### src/rtl/if_fetch_unit_pkg.sv
// Shared pipeline definitions for the fetch stage: the NOP bubble encoding,
// the queued fetch entry layout, and small arithmetic helpers.
package if_fetch_unit_pkg;

  localparam logic [31:0] NOP_INSTR = 32'h0000_0013;

  typedef struct packed {
    logic [31:0] pc;
    logic [31:0] instr;
  } fetch_entry_t;

  // Instruction addresses are word aligned; the low two bits are dropped.
  function automatic logic [31:0] word_align(input logic [31:0] addr);
    return addr & 32'hFFFF_FFFC;
  endfunction

  // Add that sticks at all-ones instead of wrapping.
  function automatic logic [31:0] sat_add32(input logic [31:0] a, input logic [31:0] b);
    logic [32:0] sum;
    sum = {1'b0, a} + {1'b0, b};
    return sum[32] ? 32'hFFFF_FFFF : sum[31:0];
  endfunction

endpackage

### src/rtl/if_fetch_unit_queue.sv
// if_fetch_queue: small synchronous FIFO of fetch entries with push, pop,
// flush, occupancy count and a peek at the head entry. DEPTH must be a power
// of two so the pointers wrap naturally.
module if_fetch_queue
  import if_fetch_unit_pkg::*;
#(
  parameter int DEPTH = 2
) (
  input  logic                      clk,
  input  logic                      rst,
  input  logic                      push,
  input  fetch_entry_t              push_data,
  input  logic                      pop,
  input  logic                      flush,
  output logic [$clog2(DEPTH):0]    count,
  output fetch_entry_t              head
);

  localparam int PW = $clog2(DEPTH);
  localparam int CW = PW + 1;
  localparam logic [CW-1:0] FULL = CW'(DEPTH);

  fetch_entry_t  mem_q [DEPTH];
  fetch_entry_t  mem_d [DEPTH];
  logic [PW-1:0] rd_ptr_q, rd_ptr_d;
  logic [PW-1:0] wr_ptr_q, wr_ptr_d;
  logic [CW-1:0] count_q, count_d;
  logic          pop_ok, push_ok;

  // Next pointer/count/storage state; flush wins over push and pop.
  always_comb begin
    pop_ok   = pop & (count_q != '0);
    push_ok  = push & ((count_q != FULL) | pop_ok);
    rd_ptr_d = rd_ptr_q;
    wr_ptr_d = wr_ptr_q;
    count_d  = count_q;
    mem_d    = mem_q;
    if (flush) begin
      rd_ptr_d = '0;
      wr_ptr_d = '0;
      count_d  = '0;
    end else begin
      if (push_ok) begin
        mem_d[wr_ptr_q] = push_data;
        wr_ptr_d        = wr_ptr_q + 1'b1;
      end
      if (pop_ok) begin
        rd_ptr_d = rd_ptr_q + 1'b1;
      end
      count_d = count_q + CW'(push_ok) - CW'(pop_ok);
    end
  end

  // Pointer and occupancy registers, cleared by synchronous reset.
  always_ff @(posedge clk) begin
    if (!rst) begin
      rd_ptr_q <= '0;
      wr_ptr_q <= '0;
      count_q  <= '0;
    end else begin
      rd_ptr_q <= rd_ptr_d;
      wr_ptr_q <= wr_ptr_d;
      count_q  <= count_d;
    end
  end

  // Entry storage needs no reset; occupancy alone says what is valid.
  always_ff @(posedge clk) begin
    mem_q <= mem_d;
  end

  assign count = count_q;
  assign head  = mem_q[rd_ptr_q];

endmodule

### src/rtl/if_fetch_unit.sv
// if_fetch_unit: fetch stage. Owns the fetch PC, drives a single-outstanding
// req/ack instruction port, queues returned words and presents the head (or a
// NOP bubble) to IF/ID. Redirects flush the queue and mark any in-flight
// response as stale.
// Optional build macro IF_FETCH_PERF_EN adds saturating perf counters.
module if_fetch_unit
  import if_fetch_unit_pkg::*;
#(
  parameter logic [31:0] RESET_PC = 32'h0000_0000,
  parameter int          QDEPTH   = 2
) (
  input  logic        clk,
  input  logic        rst,
  output logic        imem_req,
  output logic [31:0] imem_addr,
  input  logic        imem_ack,
  input  logic [31:0] imem_rdata,
  input  logic        Stall_F,
  input  logic        Redirect,
  input  logic [31:0] Redirect_PC,
  output logic [31:0] PC_F,
  output logic [31:0] PCPlus4_F,
  output logic [31:0] Instr_F,
  output logic        Valid_F
`ifdef IF_FETCH_PERF_EN
  ,
  output logic [31:0] perf_fetched,
  output logic [31:0] perf_dropped,
  output logic [31:0] perf_empty
`endif
);

  localparam int QCW = $clog2(QDEPTH) + 1;
  localparam logic [QCW-1:0] QFULL = QCW'(QDEPTH);

  logic [31:0]    fetch_pc_q, fetch_pc_d;
  logic [31:0]    imem_addr_q, imem_addr_d;
  logic           imem_req_q, imem_req_d;
  logic           drop_q, drop_d;
  logic           accept, push, pop, still_pending;
  logic [QCW-1:0] q_count, q_count_next;
  fetch_entry_t   q_head, push_entry;

  if_fetch_queue #(.DEPTH(QDEPTH)) u_queue (
    .clk       (clk),
    .rst       (rst),
    .push      (push),
    .push_data (push_entry),
    .pop       (pop),
    .flush     (Redirect),
    .count     (q_count),
    .head      (q_head)
  );

  // Head presentation depends only on registered queue/PC state.
  always_comb begin
    Valid_F   = (q_count != '0);
    Instr_F   = Valid_F ? q_head.instr : NOP_INSTR;
    PC_F      = Valid_F ? q_head.pc : fetch_pc_q;
    PCPlus4_F = PC_F + 32'd4;
  end

  // Accept/push/pop decode, redirect handling and next request issue.
  always_comb begin
    accept        = imem_req_q & imem_ack;
    still_pending = imem_req_q & ~imem_ack;
    pop           = Valid_F & ~Stall_F & ~Redirect;
    push          = accept & ~drop_q & ~Redirect;
    push_entry    = '{pc: imem_addr_q, instr: imem_rdata};
    q_count_next  = Redirect ? '0 : (q_count + QCW'(push) - QCW'(pop));

    fetch_pc_d = fetch_pc_q;
    drop_d     = drop_q;
    if (Redirect) begin
      fetch_pc_d = word_align(Redirect_PC);
      // A response still in flight belongs to the old path.
      drop_d     = still_pending;
    end else begin
      if (push) begin
        fetch_pc_d = fetch_pc_q + 32'd4;
      end
      if (accept) begin
        drop_d = 1'b0;
      end
    end

    imem_req_d  = still_pending;
    imem_addr_d = imem_addr_q;
    if (!still_pending && (q_count_next < QFULL)) begin
      imem_req_d  = 1'b1;
      imem_addr_d = fetch_pc_d;
    end
  end

  // Fetch PC, request port and stale-response flag registers.
  always_ff @(posedge clk) begin
    if (!rst) begin
      fetch_pc_q  <= RESET_PC;
      imem_req_q  <= 1'b0;
      imem_addr_q <= 32'h0;
      drop_q      <= 1'b0;
    end else begin
      fetch_pc_q  <= fetch_pc_d;
      imem_req_q  <= imem_req_d;
      imem_addr_q <= imem_addr_d;
      drop_q      <= drop_d;
    end
  end

  assign imem_req  = imem_req_q;
  assign imem_addr = imem_addr_q;

`ifdef IF_FETCH_PERF_EN
  logic [31:0] perf_fetched_q, perf_fetched_d;
  logic [31:0] perf_dropped_q, perf_dropped_d;
  logic [31:0] perf_empty_q, perf_empty_d;
  logic [31:0] drop_inc;

  // Dropped work: discarded acks plus entries thrown away by a flush.
  always_comb begin
    drop_inc = 32'(accept & (drop_q | Redirect)) + (Redirect ? 32'(q_count) : 32'd0);
    perf_fetched_d = sat_add32(perf_fetched_q, 32'(push));
    perf_dropped_d = sat_add32(perf_dropped_q, drop_inc);
    perf_empty_d   = sat_add32(perf_empty_q, 32'(~Valid_F & ~Stall_F));
  end

  // Saturating counters, zeroed by reset.
  always_ff @(posedge clk) begin
    if (!rst) begin
      perf_fetched_q <= 32'h0;
      perf_dropped_q <= 32'h0;
      perf_empty_q   <= 32'h0;
    end else begin
      perf_fetched_q <= perf_fetched_d;
      perf_dropped_q <= perf_dropped_d;
      perf_empty_q   <= perf_empty_d;
    end
  end

  assign perf_fetched = perf_fetched_q;
  assign perf_dropped = perf_dropped_q;
  assign perf_empty   = perf_empty_q;
`endif

endmodule

### config.mk
export PLATFORM = sky130hd
export DESIGN_NAME = if_fetch_unit
export DESIGN_NICKNAME = d
export VERILOG_FILES = /design/src/rtl/if_fetch_unit_pkg.sv /design/src/rtl/if_fetch_unit_queue.sv /design/src/rtl/if_fetch_unit.sv
export SDC_FILE = /design/constraint.sdc
export NUM_CORES = 1
export LEC_CHECK = 0
export ABC_AREA = 1
export BUFFER_PORTS_ARGS = -buffer_cell sky130_fd_sc_hd__clkbuf_2
export CAP_MARGIN = 20
export CORE_UTILIZATION = 40
export CTS_CLUSTER_SIZE = 16
export DETAILED_ROUTE_END_ITERATION = 6
export REMOVE_ABC_BUFFERS = 1
export SETUP_SLACK_MARGIN = 0.1
export SKIP_LAST_GASP = 1
export SLEW_MARGIN = 20
export SYNTH_ARGS = -nofsm -noshare
export SYNTH_HDL_FRONTEND = slang
export SYNTH_SLANG_ARGS = --single-unit
### constraint.sdc
create_clock -name clk -period 15.7 [get_ports clk]
set_clock_uncertainty 0.1 [all_clocks]
set_input_delay 3.925 -clock clk [delete_from_list [all_inputs] [get_ports clk]]
set_output_delay 3.925 -clock clk [all_outputs]
set_load 0.02 [all_outputs]
After elaboration in Yosys (flattened, before gate mapping)
Cells that the tools add are included.

storage, ports and cells
  register bits after elaboration = 198
  output and inout port bits = 130
  input port bits = 69
  word-level logic and storage cells = 61

operators by class
  order comparisons = 4
  bitwise logic cells = 16
  add/sub/neg operators = 8
  mux-type cells = 14
  reductions and logical operators = 7
  eq/ne operators = 1

operator list
  operator                                                                      count
  64-bit two-way mux                                                            4
  128-bit bitwise mux                                                           1
  32-bit two-way mux                                                            4
  32-bit by 3-bit adder with 32-bit output, second input constant               2
  64-bit demux with 1-bit select                                                1
  1-bit bitwise AND                                                             8
  1-bit NOT                                                                     5
  2-bit by 1-bit adder with 2-bit output                                        2
  2-bit greater-or-equal comparator, second input constant                      2
  1-bit NOT with 2-bit output                                                   2
  2-bit nonzero test                                                            2
  2-bit by 1-bit subtractor with 2-bit output                                   2
  1-bit two-way mux                                                             3
  1-bit adder, second input constant                                            2
  1-bit logical AND                                                             2
  2-bit by 1-bit less-than comparator with 1-bit output, second input constant  1
  2-bit less-than comparator, second input constant                             1
  2-bit two-way mux                                                             1
  2-bit inequality test, second input constant                                  1
  2-bit AND reduction                                                           1
  2-bit OR reduction                                                            1
  1-bit zero test                                                               1
  1-bit bitwise OR                                                              1

Depth between registers and ports, before layout
Gate-level depths: netlist (run 1).

  depth after elaboration = 9
  gate-level depth with buffers = 17
  gate-level depth less buffers = 14

Hierarchy
A second synthesis (run 1) with hierarchy kept.

unflattened totals
  cells, all modules = 1226
  area, all modules = 10073.4 sq um

by module, submodules not included
  module          area an instance (sq um)  cells an instance  instances  sequential area each (sq um)
  if_fetch_unit   5147.4                    860                1          1321.3
  if_fetch_queue  4926.0                    366                1          3923.8

Worst setup path before layout (run 1)
No wires, ideal clock.

  path type = in2reg
  from = input Redirect
  to = register u_queue.mem_q[0] (netlist name) (enable)
  stages = 6
  arrival = 7309 ps
  buffers on the path = 1
  data required time = 15112 ps
  setup time = 488 ps
  setup slack = 7803 ps
  path through = inv_1 clkbuf_1 nand2_1 a31oi_1 inv_1 nor2_1

on the way
  longest elaborated chain between the ends = 6
  elaborated cells on any way between the ends = 7
  those cells by class = bitwise: 6; reduce/logical: 1

ends and longest elaborated chain
  element                                   RTL line                   RTL
  start, declared                           if_fetch_unit.sv:19        input logic Redirect,
  1-bit NOT (no source line) (*)            -
  1-bit bitwise AND                         if_fetch_unit.sv:67        pop = Valid_F & ~Stall_F & ~Redirect;
  1-bit bitwise AND                         if_fetch_unit_queue.sv:32  pop_ok = pop & (count_q != '0);
  1-bit bitwise OR                          if_fetch_unit_queue.sv:33  push_ok = push & ((count_q != FULL) | pop_ok);
  1-bit bitwise AND                         if_fetch_unit_queue.sv:33
  2-bit AND reduction (no source line) (*)  -
  end signal, assigned                      if_fetch_unit_queue.sv:69  mem_q <= mem_d;
  end, declared                             if_fetch_unit_queue.sv:23  fetch_entry_t mem_q [DEPTH];

Every way passes the cells marked *; elsewhere a longest branch is shown, timed or not.
A chain may end at the register's enable or synchronous reset.

Final worst setup path (run 1)
  from = register u_queue.count_q[1], in the netlist u_queue.count[1]
  to = output PCPlus4_F[14]

on the way
  longest elaborated chain between the ends = 3

ends and longest elaborated chain
  element                                   RTL line                   RTL
  start, declared                           if_fetch_unit_queue.sv:27  logic [CW-1:0] count_q, count_d;
  start signal, assigned                    if_fetch_unit_queue.sv:63  count_q <= count_d;
  2-bit nonzero test                        if_fetch_unit.sv:57        Valid_F = (q_count != '0);
  32-bit two-way mux                        if_fetch_unit.sv:59        PC_F = Valid_F ? q_head.pc : fetch_pc_q;
  32-bit by 3-bit adder with 32-bit output  if_fetch_unit.sv:60        PCPlus4_F = PC_F + 32'd4;
  end, declared                             if_fetch_unit.sv:22        output logic [31:0] PCPlus4_F,

Every way passes these cells.

==> results.ini, run 1 <==
[run_status]
status=finished clean

[synth]
synth_commonest_cells=nand2_1, edfxtp_1, nor2_1, inv_1, dfxtp_1
synth_most_common_cell=nand2_1
syn-cell-area_mm2=0.00959
ys_seq_area_share_pct=54.7
synth_area_per_cell_um2=8.35
synth-warning-count=0
syn_inst=1148
ys_ff_latch=198
synth.area.top_cells=edfxtp_1, nand2_1, dfxtp_1, nor2_1, inv_1
synth_edf_count=128
synth_top_area_share_pct=40.1
ys.flop_type=edfxtp_1
async_reset_ff_share_pct=0
yosysTopAreaCell=edfxtp_1
ys_types=36

[floorplanning]
io_pins=199
rows=56
die_y_um=157
initial_utilization_pct=40.9
core_mm2=0.0235
die_w_um=157
dieArea_mm2=0.0246

[timing]
rsz0062_at_grt=no
worstMarginPinSlew_ps=1070
finalMaxSlewViolations=0
period_minus_slack_ps=7870
whs_ps=357
finalCritPeriodShare_pct=50.1
setup_tns_ps=0
setup_viol=0
hold_viol=0
fmax_mhz=127
slew_headroom_pct=28.8

[critical_path]
crit_slowest_cell=inv_2
end_kind=output port
r2r-start=u_queue.count[1]
r2r-end=u_queue.mem_q[38]
critPathMaxStageDelay_ps=960
cp_cell_sequence=inv_2, nand2_4, inv_2, nand2_1, nand2_4, ha_1, nand2_1, nor2_4, inv_1, nor2_2, xor2_1, clkbuf_2
timing.critical_path.fanout_max=50
worstPathRequired_ps=11680
r2r_slack_ps=12090
crit_family=buffers and inverters
worstSetupPathType=reg -> out
start_kind=flop
worstPathArrival_ps=3850
reg2regPathDepth=7
crit_buf_inv=4

[min_path]
hp-class=reg -> reg
hold_start=fetch_pc_q[1]
hold_depth=2
min_to=fetch_pc_q[1]

[global_route]
grt_pass1_vias=7538
grt_pass1_wl_mm=40.8
grt_start_max_net_pins=61
grt_overflow=0
antenna_found_initial=1
grtUsageTotal_pct=22.3

[place]
portBuffers=196
dp_hpwl_mm=18.3
placed_cell_area_mm2=0.0108
place_congestion=0.849

[cts]
cts_hold_buf=0
cts_inserted_buffers=17
cts_resized=0
cts_setup_buffers=0
cts.clk_slew.worst_paths_ps=90
cts_tree=built
clock_latency_ps=450
clockBufferDepth=2
ctsHtreeMaxLevel=4
cts_sinks=198
root_buffer=clkbuf_16

[power]
p_leak_uw=0.00495
finalPower_uw=1170
powerDensity_mw_per_mm2=102
ir_drop_mv=0.0569

[finish]
final_layout_size_suffix_gt1_share_pct=23.8
fin_area_mm2=0.0114
nets=1402
area_growth_pct=19.0

[route]
antenna_left=0
via_count=8004
wirelength_mm=26.7
drt-initial-drc-count=593
drc_errors=0
avgRoutedWirePerCell_um=16.1
drt_pass1_iterations=5
routed_via_density=4.82

[run]
drv_cap=0

## power by group
group	internal, uW	switching (uW)	leakage, uW
logic	40.2	94.3	0.00289
registers	572	13.7	0.00175
clock network	221	226	0.000298
total	833	334	0.00495
## logic make-up (layout without fill, tap and decap cells)
logic type	after synthesis	after routing	synth area share [%]
AO/OA/AOI/OAI	96	96	5.43
buffers and inverters	125	319	5.83
adder cells (fa/ha/maj)	4	4	0.522
other	0	1	0
AND/OR/NAND/NOR	701	701	31.3
XOR/XNOR	24	24	2.19
flip-flops	198	198	54.7
## registers in the layout (all words and copies together) (netlist names)
signal,cells
fetch_pc_q,32
u_queue.count,2
u_queue.wr_ptr_q,1
u_queue.rd_ptr_q,1
u_queue.mem_q,128
imem_req,1
imem_addr,32
drop_q,1
## layout make-up
type	instances	area, um^2
Tap cell	319	399
Multi-Input combinational cell	825	3800
Timing Repair Buffer	203	1030
Sequential cell	198	5250
Clock buffer	18	439
Inverter	84	315
Clock inverter	14	178
Antenna cell	1	2.50
Fill cell	2300	12100
## how the worst max path moves through the flow
stage / start / end / slack, ps / cells after the start
4_1_cts: u_queue.count[1] / PCPlus4_F[12] / 7770 / 12
3_3_place_gp: u_queue.count[1] / PCPlus4_F[14] / 8260 / 12
6_report: u_queue.count[1] / PCPlus4_F[14] / 7830 / 12
2_1_floorplan: Redirect / u_queue.mem_q[0] / 7400 / 5
3_5_place_dp: u_queue.count[1] / PCPlus4_F[12] / 8260 / 12
5_1_grt: u_queue.count[1] / PCPlus4_F[14] / 7540 / 12
## tightest hold or removal path: stages (launching register included)
cell	delay, ps
dfxtp_1	310
inv_1	60
nor2_1	50
## metal layers
metal | GRT usage, % | part of all wire, % | vias to the layer above
met5 | 0 | 0 | -
met4 | 6.02 | 1.3 | 0
met3 | 3.66 | 5.2 | 20
met2 | 37.9 | 48 | 208
met1 | 29.3 | 45 | 3736
li1 | - | - | 4040
## through the flow
stage	util (%)	worst slack (ps)	instances
2_1_floorplan	-	7400	1107
3_3_place_gp	46.0	8260	1629
3_5_place_dp	46.0	8260	1629
4_1_cts	48.6	7770	1661
5_1_grt	48.6	7540	1662
6_report	48.6	7830	1662
## cells in the final DEF (no fill, tap or decap), types with 10 or more instances in the layout
cell,n
o21ai_0,22
dfxtp_1,69
clkbuf_2,196
o21ai_1,13
inv_1,70
nor2_1,108
clkbuf_16,17
inv_2,13
nand2_2,24
nor2_2,15
nand2_1,455
xor2_1,18
edfxtp_1,128
nand3b_1,12
nor2_4,10
nand3_1,48
a21oi_1,47
(Power assumes the default switching activity.)
==> inputs of run 2 (changes only) <==
Clock period 15.7 ns to 6.7 ns, I/O delays scaled along.
==> run 2 against run 1 <==
Routed wire length decreased by 1.1%. Die area unchanged. Global-route usage decreased by 0.42 points. Largest power group unchanged.
==> results.ini, run 2 (synthesized netlist as in run 1, its figures left out) <==
[cts]
cts_resized=0
clock_latency_ps=430
ctsHtreeMaxLevel=4
root_buffer=clkbuf_16
clockBufferDepth=2
cts_setup_buffers=0
cts_hold_buf=0
cts.clk_slew.worst_paths_ps=80
cts_tree=built
cts_sinks=198
cts_inserted_buffers=17

[route]
via_count=7879
drt-initial-drc-count=495
avgRoutedWirePerCell_um=15.9
drt_pass1_iterations=5
wirelength_mm=26.4
drc_errors=0
routed_via_density=4.73
antenna_left=0

[place]
pre_cts_ws_ps=2070
dp_hpwl_mm=18.3
place_congestion=0.879
portBuffers=196

[finish]
nets=1405
fin_util_pct=48.7
final_layout_size_suffix_gt1_share_pct=24.0
largest_reg_flops=128
num_antenna_cells=0
area_growth_pct=19.2
fillers=2321
layout_commonest_cell=nand2_1
regMostFlops=u_queue.mem_q
final_cell_mix=nand2_1, clkbuf_2, edfxtp_1, nor2_1, inv_1

[global_route]
grt_overflow=0
antenna_found_initial=0
grt_pass1_wl_mm=40.0
grtUsageTotal_pct=21.9
grt_pass1_vias=7326
grt_start_max_net_pins=65

[timing]
slew_headroom_pct=28.7
finalMaxSlewViolations=0
rsz0062_at_grt=no
hold_viol=0
setup_tns_ps=0
worstMarginPinSlew_ps=1070
worst_slack_ps=1630
setup_viol=0
whs_ps=369
fmax_mhz=197
finalCritPeriodShare_pct=75.7
period_minus_slack_ps=5070

[power]
ir_drop_mv=0.146
powerDensity_mw_per_mm2=237
finalPower_uw=2710
p_leak_uw=0.00496

[floorplanning]
io_pins=199
dieArea_mm2=0.0246
die_y_um=157
rows=56
initial_utilization_pct=40.9
core_mm2=0.0235
die_w_um=157

[run]
drv_cap=0

[min_path]
hp-class=reg -> reg

[critical_path]
worstSetupPathType=reg -> out
end_kind=output port
timing.critical_path.fanout_max=49
worstPathArrival_ps=3300
start_kind=flop
worstPathRequired_ps=4930

[run_status]
status=finished clean

run 2: cell types whose count changed in the layout (fill, tap and decap cells not counted), sizes merged:
cell and change:
clkinvlp +1, buf +3, inv +4, diode -1, clkinv -5
run 2: area by class of cell:
| cell class | instances | area, um^2 | share of cell area (%) |
|---|---|---|---|
| inverters | 84 | 315 | 2.76 |
| well taps | 319 | 399 | 3.49 |
| repair buffers | 206 | 1080 | 9.46 |
| clock buffers | 18 | 439 | 3.84 |
| multi-input cells | 825 | 3800 | 33.3 |
| flip-flops and latches | 198 | 5250 | 45.9 |
| clock inverters | 14 | 149 | 1.30 |
run 2: final timing paths:
path / from / endpoint / slack (ps) / depth (start not counted)
worst max-delay path: u_queue.count[1] / PCPlus4_F[22] / 1630 / 13
worst min-delay path: fetch_pc_q[0] / fetch_pc_q[0] / 370 / 2
worst max register to register: u_queue.count[1] / imem_addr[8] / 3440 / 15
worst min register to register: fetch_pc_q[0] / fetch_pc_q[0] / 370 / 2
run 2: layer usage:
| layer | GRT usage [%] | vias up | share of wire [%] |
|---|---|---|---|
| met5 | 0 | - | 0 |
| met4 | 6.91 | 0 | 1.8 |
| met3 | 3.54 | 26 | 5.1 |
| met2 | 36.5 | 188 | 47 |
| met1 | 29.0 | 3610 | 46 |
| li1 | - | 4055 | - |
run 2: per-stage QoR:
stage / cells / cell area (um^2)
after floorplan: 1107 / 9350
after global placement: 1631 / 10800
after detailed placement: 1631 / 10800
after CTS: 1663 / 11400
after global routing: 1664 / 11400
final: 1664 / 11400
run 2: worst max-delay path: stages (launching register included):
cell and delay, ps:
dfxtp_1 360, inv_2 80, nand2_4 50, inv_2 760
nand2_1 220, nand2_4 210, ha_1 270, nand2_1 120
nor2_4 150, nand2_4 100, nor2_4 160, nand4_1 100
nand2_1 90, clkbuf_2 170
run 2: power by group:
group          internal, uW  switching, uW
logic                  96.3            222
clock network           513            508
registers              1340           32.1
total                  1950            762
==> inputs of run 3 (changes only) <==
Clock period 6.7 ns to 5.26 ns, I/O delays scaled along.
==> run 3 against run 2 <==
Critical endpoint is now PCPlus4_F[12]. Largest power group unchanged. Via count grew 1.7%. Final area increased by 0.26%. Global-route usage grew 0.054 points. First-iteration DRC count up 11%. Clock-buffer cell count unchanged. Core utilization is 0.13 points higher. Total power grew 27%. Critical path depth shrank 1.
==> results.ini, run 3 (synthesized netlist as in run 1, its figures left out) <==
[run_status]
status=finished clean

[route]
wirelength_mm=26.4
routed_via_density=4.80
drt-initial-drc-count=549
avgRoutedWirePerCell_um=15.8
via_count=8013
drc_errors=0
drt_pass1_iterations=5
antenna_left=0

[finish]
largest_reg_flops=128
area_growth_pct=19.5
instances_no_fill=1670
fillers=2333
final_layout_size_suffix_gt1_share_pct=24.1
layout_commonest_cell=nand2_1
regMostFlops=u_queue.mem_q
final_cell_mix=nand2_1, clkbuf_2, edfxtp_1, nor2_1, inv_1
nets=1408

[timing]
finalMaxSlewViolations=0
slew_headroom_pct=37.8
worstMarginPinSlew_ps=931
worst_slack_ps=773
rsz0062_at_grt=no
fmax_mhz=223
hold_viol=0
setup_viol=0
finalCritPeriodShare_pct=85.3
period_minus_slack_ps=4490

[critical_path]
end_kind=output port
worstPathRequired_ps=3850
crit_buf_inv=3
cp_cell_sequence=inv_2, nand2_4, buf_4, nand2_1, nand2_1, ha_1, nand2_1, nor2_4, nand2_4, nor2_4, xor2_1, clkbuf_2
r2r_slack_ps=1960
r2r-start=u_queue.count[1]
worstPathArrival_ps=3070
r2r-end=imem_addr[4]
reg2regPathDepth=15
start_kind=flop
crit_slowest_cell=buf_4
critPathMaxStageDelay_ps=520
worstSetupPathType=reg -> out
timing.critical_path.fanout_max=49
crit_path_frequent_cell=nand2_1
crit_family=simple AND/OR/NAND/NOR gates

[place]
pre_cts_ws_ps=1230
dp_hpwl_mm=18.5
portBuffers=196
dp_cells=1635
place_congestion=0.871

[power]
intPower_uw=2470
power_frac_clock_pct=37.4
switching_power_uw=972
ir_drop_mv=0.201
p_comb_share_pct=11.8
seqPwrFrac_pct=50.8
p_leak_uw=0.00497
switching_share_pct=28.2
powerDensity_mw_per_mm2=300

[global_route]
grt_pass1_wl_mm=40.4
grt_pass1_vias=7333
grt_start_max_net_pins=65
grtUsageTotal_pct=21.9
antenna_found_initial=3
grt_overflow=0

[cts]
cts.clk_slew.worst_paths_ps=80
cts_sinks=198
ctsHtreeMaxLevel=4
cts_hold_buf=0
cts_resized=0
cts_inserted_buffers=17
cts_tree=built
clockBufferDepth=2
root_buffer=clkbuf_16
clock_latency_ps=430
cts_setup_buffers=0

[floorplanning]
initial_utilization_pct=40.9
dieArea_mm2=0.0246
io_pins=199
core_mm2=0.0235
die_w_um=157
rows=56
die_y_um=157

[min_path]
hold_depth=2
min_to=fetch_pc_q[1]
hold_start=fetch_pc_q[1]
hp-class=reg -> reg

[run]
drv_cap=0

run 3: worst max-delay path by stage:
stage	start	end	slack (ps)	cells after the start
after floorplan	Redirect	u_queue.mem_q[0]	-430	5
after detailed placement	u_queue.count[1]	PCPlus4_F[12]	1230	12
final	u_queue.count[1]	PCPlus4_F[12]	770	12
after global routing	u_queue.count[1]	PCPlus4_F[22]	520	14
after CTS	u_queue.count[1]	PCPlus4_F[12]	750	12
after global placement	u_queue.count[1]	PCPlus4_F[22]	1270	14
run 3: area by class of cell:
type                            instances  area, um^2  area share, %
Antenna cell                            3        7.51         0.0655
Clock buffer                           18         429           3.74
Clock inverter                         14         159           1.39
Inverter                               84         315           2.75
Multi-Input combinational cell        825        3800           33.2
Sequential cell                       198        5250           45.8
Tap cell                              319         399           3.48
Timing Repair Buffer                  209        1100           9.63
run 3: per-layer routing:
layer  part of all wire (%)  global-route usage, %  vias up
met5                      0                      0        -
met4                    1.2                   6.49        0
met3                    4.5                   3.85       17
met2                     48                   36.3      189
met1                     46                   29.2     3735
li1                       -                      -     4072
run 3: power by group through the flow:
| stage | clock (uW) | sequential, uW | combinational [uW] |
|---|---|---|---|
| finish | 1290 | 1750 | 405 |
| global route | 1370 | 1760 | 443 |
| CTS | 1310 | 1750 | 408 |
| detailed placement | 0 | 1780 | 407 |
| global placement | 0 | 1780 | 403 |
| floorplan | 0 | 1800 | 219 |
run 3: tightest hold or removal path: cells and delay by family, from the launching register on:
family        cells  cell delay, ps
buf+inv           1              60
simple gates      1              50
flops             1             300
run 3: per-stage QoR:
step | total power [uW] | TNS, ps | instance area [um^2] | hold WS [ps] | utilization (%)
2_1_floorplan | 2020 | -52720 | 9350 | 328 | -
3_3_place_gp | 2180 | 0 | 10900 | 343 | 46.3
3_5_place_dp | 2190 | 0 | 10900 | 352 | 46.3
4_1_cts | 3470 | 0 | 11500 | 363 | 48.8
5_1_grt | 3570 | 0 | 11500 | 400 | 48.8
6_report | 3440 | 0 | 11500 | 360 | 48.8
